File: src/rtl/adc_acq_pkg.sv
// Shared types and helpers for the ADC acquisition sequencer.
package adc_acq_pkg;

    typedef enum logic [1:0] {
        IDLE      = 2'd0,
        WAIT_BUSY = 2'd1,
        COLLECT   = 2'd2,
        ABORT     = 2'd3
    } state_e;

    localparam int unsigned RATE_W = 16;

    // Negative raw words clamp to zero; otherwise keep the OUT_W bits just below the sign.
    function automatic logic [31:0] sample_slice(input logic [31:0] raw,
                                                 input int unsigned data_w,
                                                 input int unsigned out_w);
        logic [31:0] mask;
        mask = (32'd1 << out_w) - 32'd1;
        if (((raw >> (data_w - 1)) & 32'd1) != 32'd0) begin
            return '0;
        end
        return (raw >> (data_w - 1 - out_w)) & mask;
    endfunction

endpackage

File: src/rtl/adc_acq_rate_meter.sv
// Counts end-of-conversion pulses over a fixed gate window and publishes the total at each wrap.
module adc_acq_rate_meter
    import adc_acq_pkg::*;
#(
    parameter int unsigned RATE_WINDOW = 27000000
) (
    input  logic              clk_i,
    input  logic              rst_ni,
    input  logic              eoc_i,
    output logic [RATE_W-1:0] rate_o
);

    localparam int unsigned WIN_W = (RATE_WINDOW > 1) ? $clog2(RATE_WINDOW) : 1;
    localparam logic [WIN_W-1:0] WIN_LAST = WIN_W'(RATE_WINDOW - 1);

    logic [WIN_W-1:0]  win_q, win_d;
    logic [RATE_W-1:0] evt_q, evt_d, rate_q, rate_d, evt_inc;

    always_comb begin
        evt_inc = (eoc_i && (evt_q != '1)) ? evt_q + 1'b1 : evt_q;
        win_d   = win_q + 1'b1;
        evt_d   = evt_inc;
        rate_d  = rate_q;
        // A pulse landing on the wrap cycle belongs to the window that is closing.
        if (win_q == WIN_LAST) begin
            win_d  = '0;
            evt_d  = '0;
            rate_d = evt_inc;
        end
    end

    always_ff @(posedge clk_i or negedge rst_ni) begin
        if (!rst_ni) begin
            win_q  <= '0;
            evt_q  <= '0;
            rate_q <= '0;
        end else begin
            win_q  <= win_d;
            evt_q  <= evt_d;
            rate_q <= rate_d;
        end
    end

    assign rate_o = rate_q;

endmodule

File: src/rtl/adc_acq_seq.sv
// N-channel ADC acquisition sequencer with timeout abort, overrun flag and atomic commit.
// Define ADC_ACQ_RATE_EN to build the measured conversion-rate readout on rate_o.
module adc_acq_seq
    import adc_acq_pkg::*;
#(
    parameter int unsigned NUM_CH         = 2,
    parameter int unsigned DATA_W         = 16,
    parameter int unsigned OUT_W          = 12,
    parameter int unsigned TIMEOUT_CYCLES = 270000,
    parameter int unsigned RATE_WINDOW    = 27000000
) (
    input  logic                     clk_i,
    input  logic                     rst_ni,
    input  logic                     start_i,
    input  logic                     clear_i,
    output logic [NUM_CH-1:0]        adc_enable_o,
    input  logic [NUM_CH-1:0]        adc_ready_i,
    input  logic [NUM_CH*DATA_W-1:0] adc_data_i,
    output logic [NUM_CH*OUT_W-1:0]  sample_o,
    output logic                     eoc_o,
    output logic                     busy_o,
    output logic                     overrun_o,
    output logic                     timeout_o,
    output logic [RATE_W-1:0]        rate_o
);

    localparam int unsigned TMR_W = $clog2(TIMEOUT_CYCLES + 1);
    localparam logic [TMR_W-1:0] TMR_LAST = TMR_W'(TIMEOUT_CYCLES - 1);
    localparam logic [TMR_W-1:0] TMR_MAX  = TMR_W'(TIMEOUT_CYCLES);

    state_e                  state_q, state_d;
    logic [TMR_W-1:0]        timer_q, timer_d;
    logic [NUM_CH-1:0]       en_q, en_d, done_q, done_d;
    logic [NUM_CH*OUT_W-1:0] shadow_q, shadow_d, sample_q, sample_d;
    logic                    eoc_q, eoc_d, ovr_q, ovr_d, tmo_q, tmo_d;
    logic                    tmo_hit;

    always_comb begin
        state_d  = state_q;
        timer_d  = timer_q;
        en_d     = en_q;
        done_d   = done_q;
        shadow_d = shadow_q;
        sample_d = sample_q;
        eoc_d    = 1'b0;
        ovr_d    = start_i && (state_q != IDLE);
        tmo_d    = tmo_q && !clear_i;
        tmo_hit  = (timer_q == TMR_LAST);

        case (state_q)
            IDLE: begin
                if (start_i) begin
                    en_d    = '1;
                    done_d  = '0;
                    timer_d = '0;
                    state_d = WAIT_BUSY;
                end
            end
            WAIT_BUSY: begin
                if (timer_q != TMR_MAX) timer_d = timer_q + 1'b1;
                if (tmo_hit) begin
                    en_d    = '0;
                    tmo_d   = 1'b1;
                    state_d = ABORT;
                end else if (adc_ready_i == '0) begin
                    state_d = COLLECT;
                end
            end
            COLLECT: begin
                if (timer_q != TMR_MAX) timer_d = timer_q + 1'b1;
                for (int unsigned k = 0; k < NUM_CH; k++) begin
                    if (adc_ready_i[k] && !done_q[k]) begin
                        shadow_d[k*OUT_W +: OUT_W] =
                            OUT_W'(sample_slice(32'(adc_data_i[k*DATA_W +: DATA_W]), DATA_W, OUT_W));
                        en_d[k]   = 1'b0;
                        done_d[k] = 1'b1;
                    end
                end
                // Timeout outranks completion so a late final capture cannot commit.
                if (tmo_hit) begin
                    en_d    = '0;
                    tmo_d   = 1'b1;
                    state_d = ABORT;
                end else if (&done_q) begin
                    sample_d = shadow_q;
                    eoc_d    = 1'b1;
                    state_d  = IDLE;
                end
            end
            ABORT: begin
                shadow_d = '0;
                done_d   = '0;
                state_d  = IDLE;
            end
            default: state_d = IDLE;
        endcase
    end

    always_ff @(posedge clk_i or negedge rst_ni) begin
        if (!rst_ni) begin
            state_q  <= IDLE;
            timer_q  <= '0;
            en_q     <= '0;
            done_q   <= '0;
            shadow_q <= '0;
            sample_q <= '0;
            eoc_q    <= 1'b0;
            ovr_q    <= 1'b0;
            tmo_q    <= 1'b0;
        end else begin
            state_q  <= state_d;
            timer_q  <= timer_d;
            en_q     <= en_d;
            done_q   <= done_d;
            shadow_q <= shadow_d;
            sample_q <= sample_d;
            eoc_q    <= eoc_d;
            ovr_q    <= ovr_d;
            tmo_q    <= tmo_d;
        end
    end

    assign adc_enable_o = en_q;
    assign sample_o     = sample_q;
    assign eoc_o        = eoc_q;
    assign busy_o       = (state_q != IDLE);
    assign overrun_o    = ovr_q;
    assign timeout_o    = tmo_q;

`ifdef ADC_ACQ_RATE_EN
    adc_acq_rate_meter #(
        .RATE_WINDOW(RATE_WINDOW)
    ) u_rate (
        .clk_i (clk_i),
        .rst_ni(rst_ni),
        .eoc_i (eoc_q),
        .rate_o(rate_o)
    );
`else
    assign rate_o = '0;
`endif

endmodule
File: config.mk
export PLATFORM = sky130hd
export DESIGN_NAME = adc_acq_seq
export DESIGN_NICKNAME = d
export VERILOG_FILES = /design/src/rtl/adc_acq_pkg.sv /design/src/rtl/adc_acq_rate_meter.sv /design/src/rtl/adc_acq_seq.sv
export SDC_FILE = /design/constraint.sdc
export NUM_CORES = 1
export LEC_CHECK = 0
export BUFFER_PORTS_ARGS = -buffer_cell sky130_fd_sc_hd__buf_4
export CAP_MARGIN = 20
export CORE_UTILIZATION = 32
export DETAILED_ROUTE_END_ITERATION = 12
export MAX_ROUTING_LAYER = met4
export PLACE_DENSITY_LB_ADDON = 0.25
export SETUP_SLACK_MARGIN = 0.05
export SLEW_MARGIN = 20
export SYNTH_ARGS = -nofsm -noshare
export SYNTH_HDL_FRONTEND = slang
export SYNTH_HIERARCHICAL = 1
export SYNTH_SLANG_ARGS = --single-unit
File: constraint.sdc
create_clock -name clk_i -period 5.4 [get_ports clk_i]
set_input_delay 0.54 -clock clk_i [delete_from_list [all_inputs] [get_ports clk_i]]
set_output_delay 0.54 -clock clk_i [all_outputs]
set_load 0.02 [all_outputs]
==> flow_metrics.tcl <==
set metrics [dict create \
    start_util_pct 33.46 \
    clock-sinks 76 \
    grt_max_degree 77 \
    maxCapViolations 0 \
    fin_tns_setup_ns 0 \
    gp_congestion 0.8367 \
    max_stage_delay_ns 0.61 \
    synth_cells 354 \
    finalCritPeriodShare_pct 57.82 \
    leakage_uw 0.002107 \
    endpoint_kind "flip-flop" \
    drtAntennaViolNets 0 \
    slew_headroom_pct 34.99 \
    yosysSeqAreaShare_pct 51.53 \
    die_y_um 109.4 \
    grt_pass1_wl_um 12300 \
    dp_slack_ns 2.238 \
    synth_area_leaders "dfrtp_1 (52%), mux2_4 (7.7%), nand2_1 (6.9%)" \
    dp_hpwl_um 5000 \
    clk_pin_slew_ns 0.06 \
    min_period_ns 3.122 \
    antenna_found_initial 0 \
    setup_viol 0 \
    drtIter0Drc 99 \
    htreeDepth 3 \
    clk_latency_ns 0.33 \
    arrival_ns 3.34 \
    synth_common_cells "dfrtp_1 (76), nand2_1 (68), o21ai_0 (46)" \
    cellPowerDensity_mw_per_mm2 521.3 \
    synth_warnings 6 \
    area_growth_pct 21.66 \
    cts_max_path_buffers 2 \
    rsz0062_at_grt "no" \
    cp-start-kind "flip-flop" \
    synth_top_area_share_pct 51.53 \
    nets 461 \
    critPathKind "flip-flop to flip-flop" \
    fin_skew_ns 0.008621 \
    antenna_cells 0 \
    fill_cells 1083 \
    routed_wl_um 7388 \
    clock-root-buffer "clkbuf_16" \
    netlist-cell-type-count 46 \
    grt_pass1_vias 2525 \
    yosysMostFrequentCell "dfrtp_1" \
    routedWlPerCell_um 13.17 \
    crit_top_cell "inv_1" \
    worstPathCellList "inv_1, ha_1, inv_1, o21ai_0, o41ai_2, buf_4, or2_2, o41ai_1" \
    hold_buffers 0 \
    synth-edff-count 0 \
    drc 0 \
    synth-seq-cells 76 \
    crit_buf_inv 3 \
    grt.total_usage_pct 13.60 \
    critical-path-top-delay-family "compound AO/OA/AOI/OAI gates" \
    drt_pass1_iterations 4 \
    numCtsBuffers 9 \
    synth_flop_cell "dfrtp_1" \
    vias 2635 \
    hold_viol 0 \
    drv_slew 0 \
    netlist_area_mm2 0.003691 \
    die_x_um 109.4 \
    num_io_pins 84 \
    postSynthAreaPerCell_um2 10.43 \
    worst-path-max-fanout 16 \
    coreArea_mm2 0.01103 \
    async_reset_ff_share_pct 100.0 \
    status "complete, no violations" \
    fmax_ghz 0.3203 \
    critPathRequiredTime_ns 5.62 \
    layout_setup_ws_ns 2.278 \
    vias_per_cell 4.697 \
    place.port_buffers 61 \
    tightest_slew_ns 0.9751 \
    overflow 0 \
    peakVddDrop_uv 250.8 \
    drive_gt1_share_pct 27.08 \
    rows 38 \
    hp-class "input pin to async pin" \
    cp_slowest_cell "ha_1" \
    synth_area_leader_cell "dfrtp_1" \
    cts_resized 0 \
    die_area_mm2 0.01197 \
    cts_setup_buffers 0 \
    cts_tree "yes" \
]
flip-flops by register name (all words and copies together) (netlist names):
register and cells:
shadow_q 24, sample_o 24, adc_enable_o 2, timeout_o 1, overrun_o 1, eoc_o 1
done_q 2, state_q 2, timer_q 19
power breakdown:
group | internal (µW) | switching (µW) | total [µW]
Sequential | 751 | 109 | 860
Combinational | 369 | 544 | 913
Clock | 318 | 250 | 568
Total | 1440 | 902 | 2340
worst paths after layout:
kind                              startpoint           end  slack [ns]  cells after the start
worst max register to register    state_q[1]    timer_q[5]        2.28                      8
max in group asynchronous             rst_ni    timer_q[0]        4.41                      1
worst max-delay path              state_q[1]    timer_q[5]        2.28                      8
min in group clk_i                   clear_i     timeout_o        0.39                      2
worst min-delay path                  rst_ni   sample_o[3]        0.36                      1
worst min register to register  shadow_q[17]  shadow_q[17]        0.48                      2
layer usage:
layer	part of all wire, %	track usage (%)	up-vias
met5	0	-	-
met4	1.4	5.619	0
met3	5.1	2.905	8
met2	45	20.84	64
met1	49	17.45	1250
li1	-	-	1313
placed cells by master, fill, tap and decap left out, types with 8 or more instances in the layout:
cell type	instances
mux2_2	8
conb_1	16
nand2_1	68
o21ai_0	44
dfrtp_1	76
a21oi_1	11
clkbuf_16	9
buf_4	65
mux2_4	19
o31ai_1	8
inv_1	12
nor2_1	12
stage by stage:
step	utilization (%)	power, µW	std cells	hold WS, ns	instance area [µm²]
after detailed placement	38.15	1792	545	0.4676	4208
final	40.71	2341	561	0.3637	4491
after global placement	38.15	1772	545	0.4572	4208
after global routing	40.71	2520	561	0.4017	4491
after floorplan	-	1504	369	0.2444	3747
after CTS	40.71	2373	561	0.3804	4491
layout make-up:
class / instances / area [µm²] / share of cell area [%]
flip-flops and latches: 76 / 1902 / 42.35
well taps: 140 / 175.2 / 3.901
clock inverters: 7 / 57.56 / 1.282
clock buffers: 9 / 225.2 / 5.015
inverters: 12 / 45.04 / 1.003
multi-input cells: 252 / 1598 / 35.58
repair buffers: 65 / 488.0 / 10.87
cell families (layout without fill, tap and decap cells):
kind of cell / Yosys count / after routing / share of synthesized area (%)
buffers and inverters: 41 / 93 / 6.712
AO/OA/AOI/OAI: 78 / 78 / 12.17
flip-flops: 76 / 76 / 51.53
XOR/XNOR: 2 / 2 / 0.4747
AND/OR/NAND/NOR: 120 / 120 / 15.93
multiplexers: 29 / 29 / 10.71
adder cells (fa/ha/maj): 7 / 7 / 2.373
other: 1 / 16 / 0.1016
No activity file was read; power rests on OpenSTA's default activity.
